### config.mk
export PLATFORM = sky130hd
export DESIGN_NAME = if_inst_queue
export DESIGN_NICKNAME = d
export VERILOG_FILES = /design/src/rtl/if_inst_queue_pkg.sv /design/src/rtl/if_inst_queue.sv
export SDC_FILE = /design/constraint.sdc
export NUM_CORES = 1
export LEC_CHECK = 0
export BUFFER_PORTS_ARGS = -buffer_cell sky130_fd_sc_hd__buf_4
export CAP_MARGIN = 40
export CORE_MARGIN = 4
export CORE_UTILIZATION = 45
export DETAILED_ROUTE_END_ITERATION = 12
export PLACE_DENSITY = 0.75
export SETUP_SLACK_MARGIN = 0.2
export SLEW_MARGIN = 30
export SYNTH_ARGS = -nofsm -noshare
export SYNTH_HDL_FRONTEND = slang
export SYNTH_SLANG_ARGS = --single-unit
### constraint.sdc
create_clock -name clk -period 5.6 [get_ports clk]
set_input_delay 1.12 -clock clk [delete_from_list [all_inputs] [get_ports clk]]
set_output_delay 1.12 -clock clk [all_outputs]
set_load 0.005 [all_outputs]
### src/rtl/if_inst_queue_pkg.sv
// Shared constants for the fetch-side instruction queue; mirrors the
// core-wide defines so the queue has no textual include dependency.
package if_inst_queue_pkg;

  localparam logic        BRANCH       = 1'b1;
  localparam logic        NOT_BRANCH   = 1'b0;
  localparam logic        INST_VALID   = 1'b1;
  localparam logic        INST_INVALID = 1'b0;
  localparam logic [31:0] ZERO_WORD    = 32'h0000_0000;

  // Queue operation selected for a cycle; flush dominates everything else.
  typedef enum logic [2:0] {
    OP_IDLE,
    OP_WRITE,
    OP_READ,
    OP_RW,
    OP_FLUSH
  } q_op_e;

  function automatic q_op_e decode_op(input logic flush, input logic wr, input logic rd);
    if (flush)         return OP_FLUSH;
    else if (wr && rd) return OP_RW;
    else if (wr)       return OP_WRITE;
    else if (rd)       return OP_READ;
    else               return OP_IDLE;
  endfunction

endpackage

### src/rtl/if_inst_queue.sv
// In-order (pc, inst) FIFO between fetch and decode: first-word-fall-through,
// flush on branch redirect, early full so the in-flight fetch always lands.
module if_inst_queue
  import if_inst_queue_pkg::*;
#(
  parameter int DEPTH      = 4,
  parameter int ADDR_WIDTH = 32,
  parameter int DATA_WIDTH = 32
) (
  input  logic                       clk,
  input  logic                       rst,
  input  logic [ADDR_WIDTH-1:0]      pc_i,
  input  logic                       pc_valid_i,
  input  logic [DATA_WIDTH-1:0]      inst_i,
  input  logic                       branch_flag_i,
  input  logic                       stall_i,
  output logic [ADDR_WIDTH-1:0]      pc_o,
  output logic [DATA_WIDTH-1:0]      inst_o,
  output logic                       valid_o,
  output logic                       full_o,
  output logic [$clog2(DEPTH):0]     count_o,
  output logic                       overflow_o
);

  localparam int PTR_W   = $clog2(DEPTH);
  localparam int CNT_W   = PTR_W + 1;
  localparam int ENTRY_W = ADDR_WIDTH + DATA_WIDTH;

  logic [ENTRY_W-1:0] mem_q [DEPTH];
  logic [PTR_W-1:0]   wr_ptr_q, wr_ptr_d;
  logic [PTR_W-1:0]   rd_ptr_q, rd_ptr_d;
  logic [CNT_W-1:0]   count_q, count_d;
  logic               overflow_q, overflow_d;

  logic               flush;
  logic               not_empty;
  logic               wr_en;
  logic               rd_en;
  logic [ENTRY_W-1:0] head;
  q_op_e              op;

  assign flush     = (branch_flag_i == BRANCH);
  assign not_empty = (count_q != '0);
  assign wr_en     = pc_valid_i && (count_q < CNT_W'(DEPTH)) && !flush;
  assign rd_en     = not_empty && !stall_i && !flush;
  assign op        = decode_op(flush, wr_en, rd_en);

  always_comb begin
    wr_ptr_d   = wr_ptr_q;
    rd_ptr_d   = rd_ptr_q;
    count_d    = count_q;
    overflow_d = pc_valid_i && (count_q == CNT_W'(DEPTH)) && !flush;
    unique case (op)
      OP_FLUSH: begin
        wr_ptr_d = '0;
        rd_ptr_d = '0;
        count_d  = '0;
      end
      OP_RW: begin
        wr_ptr_d = wr_ptr_q + PTR_W'(1);
        rd_ptr_d = rd_ptr_q + PTR_W'(1);
      end
      OP_WRITE: begin
        wr_ptr_d = wr_ptr_q + PTR_W'(1);
        count_d  = count_q + CNT_W'(1);
      end
      OP_READ: begin
        rd_ptr_d = rd_ptr_q + PTR_W'(1);
        count_d  = count_q - CNT_W'(1);
      end
      default: ;
    endcase
  end

  // NOTE: sequential state uses non-blocking assignments so every flop samples pre-edge values.
  always_ff @(posedge clk or negedge rst) begin
    if (!rst) begin
      wr_ptr_q   <= '0;
      rd_ptr_q   <= '0;
      count_q    <= '0;
      overflow_q <= 1'b0;
    end else begin
      wr_ptr_q   <= wr_ptr_d;
      rd_ptr_q   <= rd_ptr_d;
      count_q    <= count_d;
      overflow_q <= overflow_d;
    end
  end

  // NOTE: storage has no reset; count gates the outputs, so stale entries are never visible.
  always_ff @(posedge clk) begin
    if (wr_en) mem_q[wr_ptr_q] <= {pc_i, inst_i};
  end

  assign head       = mem_q[rd_ptr_q];
  assign pc_o       = not_empty ? head[ENTRY_W-1:DATA_WIDTH] : '0;
  assign inst_o     = not_empty ? head[DATA_WIDTH-1:0]       : '0;
  assign valid_o    = not_empty ? INST_VALID : INST_INVALID;
  // Asserting one entry early leaves room for the fetch already in flight.
  assign full_o     = (count_q >= CNT_W'(DEPTH - 1));
  assign count_o    = count_q;
  assign overflow_o = overflow_q;

endmodule
==> Word level (Yosys, flattened, before mapping) <==
Memory sizes are Yosys's and may differ from the RTL's.
Index checks and enable logic that the tools add are counted.
{ "op_classes": {"n_addsub": 4, "magnitude_cmp": 2, "n_eq_ne": 5, "n_mux": 12, "n_reduce_logical": 15} }
{ "ops": {"columns": ["op", "n"], "rows": [
  ["$mux W32", 2],
  ["$pmux W3 S3", 1],
  ["$pmux W2 S2", 2],
  ["$logic_and A1 B1 Y1", 7],
  ["$eq A3 B2 Y1 const B", 2],
  ["$eq A3 B3 Y1 const B", 2],
  ["$mux W2", 3],
  ["$reduce_bool A3 Y1", 2],
  ["$add A2 B1 Y2 const B", 2],
  ["$reduce_bool A2 Y1", 2],
  ["$reduce_or A2 Y1", 2],
  ["$add A3 B1 Y3 const B", 1],
  ["$eq A3 B1 Y1 const B", 1],
  ["$ge A3 B2 Y1 const B", 1],
  ["$lt A3 B3 Y1 const B", 1],
  ["$mux W1", 3],
  ["$mux W3", 1],
  ["$sub A3 B1 Y3 const B", 1],
  ["$logic_not A1 Y1", 2]
]} }
{ "totals": {"ff_bits": 8, "ram_bits": 256, "input_bits": 69, "out_inout_bits": 70, "word_cells": 43, "n_memories": 1} }
{ "mem_list": {"columns": ["memory", "words", "width", "rd", "rd_clocked_by_memory_dff", "wr", "line_no", "text"], "rows": [
  ["mem_q", 4, 64, 1, 0, 1, "if_inst_queue.sv:29", "logic [ENTRY_W-1:0] mem_q [DEPTH];"]
]} }

==> Longest topological paths before layout <==
{ "logic_depth": {"word_depth": 10, "mapped_depth": 9, "ltp_nobuf": 8} }

==> Least setup slack after synthesis <==
No wires, ideal clock.
{ "synth_timing": {"path_type": "input port to flip-flop", "start": "input branch_flag_i", "end": "memory mem_q[0][0] (netlist name) (enable)", "setup_ns": 0.429, "arrival_ns": 3.002, "t_required_ns": 5.171, "setup_slack_ns": 2.169, "path_stages": 3, "n_path_buf": 1, "cell_sequence": "clkbuf_1 > nor2_1 > and2_1"} }
{ "synth_via": {"elab_chain_cells": 4} }
{ "synth_rtl": {"columns": ["element", "line_no", "text"], "rows": [
  ["start: declaration", "if_inst_queue.sv:15", "input logic branch_flag_i,"],
  ["$logic_not A1 Y1", "if_inst_queue.sv:44", "assign wr_en = pc_valid_i && (count_q < CNT_W'(DEPTH)) && !flush;"],
  ["$logic_and A1 B1 Y1", "if_inst_queue.sv:44", null],
  ["$mux W1", "if_inst_queue.sv:92", "if (wr_en) mem_q[wr_ptr_q] <= {pc_i, inst_i};"],
  ["$mux W1 (not written as such)", "if_inst_queue.sv:92", null],
  ["end: declaration", "if_inst_queue.sv:29", null]
]} }
Every way passes these cells.

==> Worst setup path in the final report <==
{ "layout_timing": {"start": "register rd_ptr_q[0]", "end": "output pc_o[20]"} }
{ "layout_via": {"elab_chain_cells": 2} }
{ "layout_rtl": {"columns": ["element", "line_no", "text"], "rows": [
  ["start: declaration", "if_inst_queue.sv:31", "logic [PTR_W-1:0] rd_ptr_q, rd_ptr_d;"],
  ["start signal: assignment", "if_inst_queue.sv:84", "rd_ptr_q <= rd_ptr_d;"],
  ["$mem_v2 Z4 W64", null, null],
  ["$mux W32", "if_inst_queue.sv:96", "assign pc_o = not_empty ? head[ENTRY_W-1:DATA_WIDTH] : '0;"],
  ["end: declaration", "if_inst_queue.sv:17", "output logic [ADDR_WIDTH-1:0] pc_o,"]
]} }
Every way passes these cells.

==> impl_metrics.toml <==
[run_status]
status = "finished clean"

[worst_setup_path]
cp-startpoint = "rd_ptr_q[0]"
reg2reg_to = "mem_q[3][60]"
r2r-start = "count_o[2]"
start_kind = "flop"
crit_fanout = 21
worstRegToRegCells = 4
crit_slowest_cell = "dfrtp_4"
critPathArrivalTime_ns = 2.46
required_ns = 4.48
setup.worst_path.end_class = "output port"
worstSetupPathType = "flop to output port"
crit_path_end = "pc_o[20]"
cp_cell_sequence = "buf_4 > mux4_2 > and2_1 > buf_4"
critPathMostFrequentCell = "buf_4"
r2r_slack_ns = 3.28
slowest_delay_ns = 0.70

[sta]
hold_viol_final = 0
max_freq_mhz = 280
worst_slew_pin_slew_ns = 0.660
period_needed_ns = 3.58
setup_viol_count_final = 0
min_period_over_period = 0.638
grt_setup_unrepaired = "false"
maxSlewHeadroom = 0.560
fin_ws_ns = 2.02
setup_tns_ns = 0
final.setup_skew_ns = 0.0184
final-max-slew-violation-count = 0

[global_routing]
grt_usage = 0.152
overflow = 0
grt_max_degree = 66
grt_pass1_vias = 5511
antenna_found_initial = 1
grt_pass1_wl_mm = 30.6

[cells_and_area]
antenna-diode-count = 0
postLayoutCoreUtil = 0.565
drive_above_1_share = 0.400
area_growth_pct = 22.0
multi_input_area_mm2 = 0.00218
n_fill_cell = 1635
mostFrequentLayoutCell = "edfxtp_1"
seq_area_mm2 = 0.00790
mostFrequentLayoutCells = "256 x edfxtp_1, 140 x buf_4, 64 x mux4_2, 64 x and2_1, 27 x clkbuf_16"
final_nets = 697

[cts]
ctsResizeCount = 0
cts_made_buffers = 27
clk_pin_slew_ns = 0.06
ctsHtreeMaxLevel = 1
clock_path_buffers = 3
clk_latency_ns = 0.51
hold_buffers = 0
cts_setup_buffers = 0
cts_tree = "yes"
cts_sinks = 264
ctsRootBufferMaster = "clkbuf_16"

[yosys]
ys.flop_type = "edfxtp_1"
synth_fp_nets = 547
avgSynthCellArea_um2 = 21.6
synth-seq-cells = 264
yosysTopAreaCellShare = 0.752
yosysUniqueCellTypes = 27
synth.area.top_cells = "edfxtp_1 75%, mux4_2 14%, and2_1 4.2%"
async_flop_share = 0.0303
synthCells = 473
synth_top_cell_by_area = "edfxtp_1"
synthesis.area_mm2 = 0.0102
yosysWarnings = 0
synth-seq-area-share = 0.771
synth_edf_count = 256

[power_and_ir_drop]
powerDensity_mw_per_mm2 = 368
power_mw = 4.60
leakagePower_nw = 4.26
peakVddDrop_v = 0.000267

[floorplanning]
core_mm2 = 0.0221
die_height_um = 159
io_pins = 139
fp.dieW_um = 159
std_cell_rows = 54
die_area_mm2 = 0.0252
initial_core_util = 0.463

[detailed_routing]
ant_nets = 0
viasPerCell = 5.35
first_iter_violations = 220
wirelength_mm = 19.3
first_pass_iters = 4
wl_per_cell_um = 20.9
drc = 0
vias = 4934

[placement]
hpwl_mm = 11.6
globalplace.congestion = 0.745
place_ws_ns = 2.53
io_buffers = 138

[min_path]
hp-class = "input pin to async pin"

[job]
maxCapViolCount = 0
registers in the layout (all words and copies together), names as in the netlist:
name        count
mem_q         256
rd_ptr_q        2
wr_ptr_q        2
count_o         3
overflow_o      1
metal layers:
layer | part of all wire | GRT usage | wire [um]
met3 | 0.071 | 0.0404 | 1380
met1 | 0.40 | 0.198 | 7730
met5 | 0.00067 | 0 | 13
met2 | 0.51 | 0.261 | 9880
met4 | 0.017 | 0.0300 | 327
Yosys cell counts (all sizes together), types with 2 or more instances:
master	number
ha	4
nor3	2
inv	6
a21oi	7
mux4	64
dfrtp	8
nor2b	2
and2	68
buf	14
xnor2	5
nand2b	2
o21ai	3
nor2	9
clkbuf	11
edfxtp	256
nand2	4
logic make-up (layout without fill, tap and decap cells):
logic type      Yosys count  after routing  synth area share
simple gates             91             91            0.0531
flops                   264            264             0.771
xor+xnor                  5              5           0.00428
compound gates           13             13           0.00722
mux                      64             64             0.141
buf+inv                  31            201            0.0164
fa+ha+maj                 5              5           0.00685
power breakdown:
group	internal, mW	total (mW)	switching [mW]
logic	0.344	0.606	0.263
registers	2.24	2.28	0.0424
clock network	1.02	1.71	0.688
total	3.60	4.60	0.994
through the flow:
stage	hold slack, ns	instance area [um2]	cells
floorplan	0.543	10200	473
global placement	0.551	11500	868
detailed placement	0.589	11600	874
CTS	0.392	12500	923
global route	0.396	12500	923
finish	0.416	12500	923
layout make-up:
| cell class | instances | share of cell area |
|---|---|---|
| sequential | 264 | 0.633 |
| timing repair buffer | 146 | 0.0939 |
| clock buffer | 31 | 0.0553 |
| tap | 280 | 0.0281 |
| clock inverter | 18 | 0.0131 |
| multi-input combinational | 178 | 0.175 |
| inverter | 6 | 0.00201 |
worst min-delay path by stage:
stage,end,cells past startpoint
floorplan,wr_ptr_q[1],2
global placement,wr_ptr_q[1],2
detailed placement,wr_ptr_q[1],2
CTS,overflow_o,1
global route,count_o[2],1
finish,overflow_o,1
critical path, delay by kind of cell (launching register included):
family        cells  cell delay, ns
flops             1            0.70
mux               1            0.55
buf+inv           2            0.48
simple gates      1            0.18
No activity file was read; power rests on OpenSTA's default activity.
